[config.mk]
export PLATFORM = sky130hd
export DESIGN_NAME = number_generator_n
export DESIGN_NICKNAME = d
export VERILOG_FILES = /design/src/rtl/number_generator_n.sv
export SDC_FILE = /design/constraint.sdc
export NUM_CORES = 1
export LEC_CHECK = 0
export ABC_AREA = 1
export CAP_MARGIN = 10
export CORE_UTILIZATION = 30
export DETAILED_ROUTE_END_ITERATION = 10
export PLACE_DENSITY = 0.53
export SLEW_MARGIN = 15
export SYNTH_ARGS = -nofsm -noshare
export SYNTH_HDL_FRONTEND = slang
export SYNTH_SLANG_ARGS = --single-unit
[constraint.sdc]
create_clock -name clk -period 3.25 [get_ports clk]
set_input_delay 0.65 -clock clk [delete_from_list [all_inputs] [get_ports clk]]
set_output_delay 0.65 -clock clk [all_outputs]
set_load 0.01 [all_outputs]
[src/rtl/number_generator_n.sv]
// Number source for the binary number game: a free-running COUNT/ALT/LFSR core is sampled by a req/ack handshake.
// Latency: req sampled at edge k -> valid after edge k+1. Backpressure: result is held until ack; req without ack is ignored.
// Optional NUMGEN_NO_REPEAT_EN: GEN retries until the candidate differs from the previously captured value.
module number_generator_n #(
    parameter int unsigned      WIDTH = 4,
    parameter logic [WIDTH-1:0] TAPS  = WIDTH'(4'b1100),
    parameter int unsigned      GROUP = 4
) (
    input  logic             clk,
    input  logic             rst,
    input  logic             enable,
    input  logic [1:0]       mode,
    input  logic             seed_load,
    input  logic [WIDTH-1:0] seed,
    input  logic             req,
    input  logic             ack,
    output logic             valid,
    output logic [WIDTH-1:0] result,
    output logic             busy
);

    typedef enum logic [1:0] {IDLE, GEN, PRESENT} state_t;

    localparam logic [1:0] MODE_COUNT = 2'd0;
    localparam logic [1:0] MODE_ALT   = 2'd1;

    state_t           state, state_nxt;
    logic [WIDTH-1:0] core, core_nxt, candidate;
    logic             inv_flag, inv_nxt;
    logic [7:0]       grp_cnt, grp_nxt;
    logic             capture, drop;

    always_comb begin
        core_nxt = core;
        grp_nxt  = grp_cnt;
        inv_nxt  = inv_flag;
        if (seed_load) begin
            core_nxt = seed;
            grp_nxt  = 8'd0;
            inv_nxt  = 1'b0;
            // LFSR modes (2 and 3) must never start from the lockup state
            if (mode[1] && seed == '0)
                core_nxt = WIDTH'(1);
        end else if (enable) begin
            if (mode == MODE_COUNT) begin
                core_nxt = core + WIDTH'(1);
            end else if (mode == MODE_ALT) begin
                core_nxt = core + WIDTH'(1);
                if (grp_cnt == 8'(GROUP - 1)) begin
                    grp_nxt = 8'd0;
                    inv_nxt = ~inv_flag;
                end else begin
                    grp_nxt = grp_cnt + 8'd1;
                end
            end else if (core == '0) begin
                core_nxt = WIDTH'(1);
            end else begin
                core_nxt = core[0] ? ((core >> 1) ^ TAPS) : (core >> 1);
            end
        end
    end

    assign candidate = (mode == MODE_ALT && inv_flag) ? ~core : core;

    always_ff @(posedge clk or posedge rst) begin
        if (rst) begin
            core     <= WIDTH'(1);
            inv_flag <= 1'b0;
            grp_cnt  <= 8'd0;
        end else begin
            core     <= core_nxt;
            inv_flag <= inv_nxt;
            grp_cnt  <= grp_nxt;
        end
    end

`ifdef NUMGEN_NO_REPEAT_EN
    logic [WIDTH-1:0] last;
    logic             has_prev;

    always_ff @(posedge clk or posedge rst) begin
        if (rst) begin
            last     <= '0;
            has_prev <= 1'b0;
        end else if (capture) begin
            last     <= candidate;
            has_prev <= 1'b1;
        end
    end
`endif

    always_comb begin
        state_nxt = state;
        capture   = 1'b0;
        drop      = 1'b0;
        unique case (state)
            IDLE: begin
                if (req)
                    state_nxt = GEN;
            end
            GEN: begin
`ifdef NUMGEN_NO_REPEAT_EN
                capture = !(has_prev && candidate == last);
`else
                capture = 1'b1;
`endif
                if (capture)
                    state_nxt = PRESENT;
            end
            PRESENT: begin
                if (ack) begin
                    drop      = 1'b1;
                    state_nxt = req ? GEN : IDLE;
                end
            end
            default: state_nxt = IDLE;
        endcase
    end

    always_ff @(posedge clk or posedge rst) begin
        if (rst) begin
            state  <= IDLE;
            valid  <= 1'b0;
            result <= '0;
        end else begin
            state <= state_nxt;
            if (capture) begin
                result <= candidate;
                valid  <= 1'b1;
            end else if (drop) begin
                valid  <= 1'b0;
            end
        end
    end

    assign busy = (state == GEN);

endmodule
# ---- Word level (Yosys, flattened, before mapping)
# Cells that the tools add are included.
dict set report totals {
  input_bits 12
  wordCells 58
  register_bits 20
  output_inout_bits 6
}
dict set report op_classes {
  n_addsub 2
  eq_ne 7
  muxes 27
  n_reduce_logical 13
  bitwise 3
}
# op n
set op_table {}
lappend op_table {{$mux 8} 5}
lappend op_table {{$mux 4} 8}
lappend op_table {{$mux 1} 11}
lappend op_table {{$add 8x1->8 const B} 1}
lappend op_table {{$eq 8x2->1 const B} 1}
lappend op_table {{$logic_not 4->1} 2}
lappend op_table {{$reduce_bool 2->1} 4}
lappend op_table {{$ne 2x2->1 const B} 3}
lappend op_table {{$pmux 2 s3} 1}
lappend op_table {{$add 4x1->4 const B} 1}
lappend op_table {{$eq 2x1->1 const B} 2}
lappend op_table {{$logic_not 2->1} 2}
lappend op_table {{$mux 2} 2}
lappend op_table {{$not 4->4} 1}
lappend op_table {{$reduce_and 4->1} 1}
lappend op_table {{$reduce_and 3->1} 1}
lappend op_table {{$eq 2x2->1 const B} 1}
lappend op_table {{$logic_and 1x1->1} 2}
lappend op_table {{$not 1->2} 1}
lappend op_table {{$reduce_and 2->1} 1}
lappend op_table {{$not 1->1} 1}

# ---- Depth between registers and ports, before layout
dict set report depth {
  word_depth 7
  depth_mapped 9
  ltp_nobuf 8
}

# ---- Least setup slack after synthesis
# Ideal clock, no wire load.
dict set report synth_timing {
  path_kind {register -> register}
  startpoint {reg core[0]}
  endpoint {reg core[1]}
  synth_period_minus_slack_ps 1368
  t_required_ps 3112
  stages_incl_launch_ff 6
  path_buffers 1
  t_arrival_ps 1230
  setup_slack_ps 1882
  setup_time_ps 138
  path_cell_list {dfstp_2 -> buf_2 -> inv_1 -> ha_1 -> o21ai_0 -> o221ai_1}
}
dict set report synth_via {
  elab_chain_len 6
  word_cells_on_any_way 7
  cone_classes {add/sub (1); mux (5); reduce/logical (1)}
}
# element line
set synth_lines {}
lappend synth_lines {{from (decl)} 28} ;# logic [WIDTH-1:0] core, core_nxt, candidate;
lappend synth_lines {{from (signal assigned)} 71} ;# core <= core_nxt;
lappend synth_lines {{branches (longest 3 deep; another with $add 4x1->4)} -}
lappend synth_lines {{$mux 4 *} 45} ;# if (mode == MODE_COUNT) begin
lappend synth_lines {{$mux 4 *} 44} ;# end else if (enable) begin
lappend synth_lines {{$mux 4 *} 37} ;# if (seed_load) begin
# Every way passes the cells marked *. The select of a mux whose other input is x is not followed.
# A chain may end at the register's enable or synchronous reset.

# ---- Worst setup path after layout
dict set report layout_timing {
  startpoint {reg state[1]}
  endpoint {out busy}
}
dict set report layout_via {
  elab_chain_len 1
}
# element line
set layout_lines {}
lappend layout_lines {{from (decl)} 27} ;# state_t state, state_nxt;
lappend layout_lines {{from (signal assigned)} 126} ;# state <= state_nxt;
lappend layout_lines {{$eq 2x1->1} 136} ;# assign busy = (state == GEN);
lappend layout_lines {{to (decl)} 19} ;# output logic busy
# Every way passes these cells.

==> run summary <==
Final nets = 200
Placed Cells = 228
Largest stage delay, worst path = 0.61 ns
WHS Path Cells = 2
count of cell types in the netlist = 25
compound-cell area share of the yosys netlist = 9.97%
initial antenna violation count = 0
setup_tns = 0 ns
worst reg2reg setup slack = 1.79 ns
Worst setup SP type = flop
first-pass GRT wire length = 4500 µm
final RePlAce weighted congestion = 0.836
Final min period = 2.26 ns
Inserted Clock Buffers = 3
worst r2r src = core[0]
Initial Util = 32.3%
final instance area = 1480 µm²
DRC Markers = 0
sw power = 222 µW
Post-synth EDFFs = 0
Final period util = 69.4%
max_cap viols = 0
flops & latches, synth = 20
gr usage total = 13.5%
Worst-Margin Slew = 0.749 ns
CORE AREA = 3770 µm²
status = completed
worst skew pair latency = 0.26 ns
Final Core Density = 39.3%
wire per inst = 11.0 µm
post-CTS setup buffers = 0
Multi-input gate area = 593 µm²
Mean Syn Cell Area = 7.29 µm²
Post-synth top flop = dfrtp_1
via count = 1119
Pleak = 0.707 nW
CTS sink cnt = 20
RSZ-0062 raised after global routing = false
Final Skew = 0.00811 ns
Hold WC Path Type = flop to flop
cell accounting for the most synthesized area = dfrtp_1
Setup crit end kind = output pin
r2r worst-path depth = 7
Std-Cell Rows = 22
Pins Over Slew Limit = 0
ys async rst share = 100%
area grow syn2layout = 21.8%
top-area cell type share of the netlist area = 39.1%
Post-Synthesis Cells = 167
critical setup path kind = flop to output pin
drt total wl = 2550 µm
Die Wd = 65.7 µm
number of fill cells = 379
worst hold slack = 0.523 ns
Die H = 65.7 µm
die area = 4320 µm²
Syn Std Cell Area = 1220 µm²
hold path startpoint = valid
Vias per Instance = 4.82
crit path DAT = 1.61 ns
initial drt markers = 32
Worst EP required = 2.60 ns
drt pass-1 iters = 4
P per Cell Area = 528 nW/µm²
layout cells sized above 1 = 6.52%
maximum vdd drop = 0.177 mV
sequential cell area = 502 µm²
Post-DP HPWL = 1920 µm
proportion of synthesized area in mux cells = 0%
Ports = 18
sequential element share of the synthesized area = 41.2%
Antenna Cells = 0
Seq pwr share = 42.7%
Clk network pwr share = 32.0%
Port Buf Inserts = 17
fmax = 0.443 GHz
H-tree depth = 1
clock slew at reported path FFs = 0.08 ns
top-count cell post-synth = nand2_1
worst hold path endpoint = valid
CTS root buffer = clkbuf_8
Max-slew headroom = 50.0%
syn nets = 182
Non-Filler Instances = 232
post-CTS sizing = 0
Post-synth top cells = 48 x nand2_1, 21 x inv_1, 19 x dfrtp_1, 19 x nand3_1, 15 x nor2_1
Routed Antenna Nets = 0
XOR/XNOR share of the synthesized area = 1.44%
Yosys warning count = 0
sw frac = 28.3%
synthesized-area fraction occupied by adder cells = 3.08%
final worst slack = 0.994 ns
cts hold-fix bufs = 0
Final Hold Viols = 0
CTS tree = built
CTS Buffer Depth = 2
Synth Area in Simple Gates = 34.2%
Placed Area = 1410 µm²
main combinational cell family by area after synthesis = simple AND/OR/NAND/NOR gates
critical path, cell by cell = nor2_2, clkdlybuf4s50_1
RR Endpoint = core[2]
gr ovfl total = 0
slowest stage cell, crit path = clkdlybuf4s50_1
largest net degree at the start of global routing = 21
worst-path fanout max = 10
top post-synthesis cells by area = dfrtp_1 39%, nand2_1 15%, nand3_1 7.8%
Combinational Power Share = 25.3%
PnR Total Power = 784 µW
vias in the first global route = 1027
setup violators final = 0
Pint = 562 µW
pre-CTS WS = 1.25 ns
==> routing by layer <==
layer  routed length (µm)  vias up  GRT usage, %
met1                 1270      502          17.8
met3                  112        9          1.74
met4                   67        0          7.07
met2                 1100       29          21.3
met5                    0        -             0
li1                     -      579             -
==> worst max-delay path by stage <==
stage,to,cells past startpoint,from
2_1_floorplan,core[1],5,core[0]
3_3_place_gp,grp_cnt[2],7,mode[1]
3_5_place_dp,grp_cnt[2],7,mode[1]
4_1_cts,busy,2,state[1]
5_1_grt,busy,2,state[1]
6_report,busy,2,state[1]
==> power by group through the flow <==
stage,registers (mW),logic (mW),clock network (mW)
2_1_floorplan,0.340,0.105,0
6_report,0.335,0.198,0.251
3_3_place_gp,0.338,0.198,0
3_5_place_dp,0.340,0.201,0
5_1_grt,0.343,0.225,0.264
4_1_cts,0.335,0.201,0.255
==> layout make-up <==
class	instances	share of cell area (%)
Clock buffer	3	2.78
Clock inverter	1	2.03
Inverter	23	5.82
Multi-Input combinational cell	120	40.0
Sequential cell	20	33.8
Tap cell	48	4.05
Timing Repair Buffer	17	11.5
==> cell families (layout without fill, tap and decap cells) <==
kind of cell	count (synthesis)	in the layout
AO/OA/AOI/OAI	21	21
AND/OR/NAND/NOR	94	94
buffers and inverters	27	44
XOR/XNOR	2	2
flip-flops	20	20
adder cells (fa/ha/maj)	3	3
==> layout by cell type, fill, tap and decap left out <==
cell type        count
nand2_1             48
inv_1               21
nand3_1             19
dfrtp_1             19
clkdlybuf4s50_1     17
nor2_1              15
o21ai_0              7
nand4_1              7
a31oi_1              4
o21ai_1              4
ha_1                 3
clkbuf_8             3
inv_2                2
nand2_2              2
a21oi_1              2
a22oi_1              2
nor2_2               1
nor2_4               1
o221ai_1             1
xnor2_1              1
nand2_4              1
xor2_1               1
o21a_1               1
bufinv_16            1
dfstp_2              1
==> state kept, by name, indices dropped and copies added (netlist names) <==
name,count
grp_cnt,8
core,4
result,4
state,2
inv_flag,1
valid,1
==> critical path: cells and delay by family, from the launching register on <==
| family | cells | cell delay, ns |
|---|---|---|
| buffers and inverters | 1 | 0.61 |
| flip-flops | 1 | 0.41 |
| AND/OR/NAND/NOR | 1 | 0.33 |
Note: power is estimated with default switching activity, not from simulation.
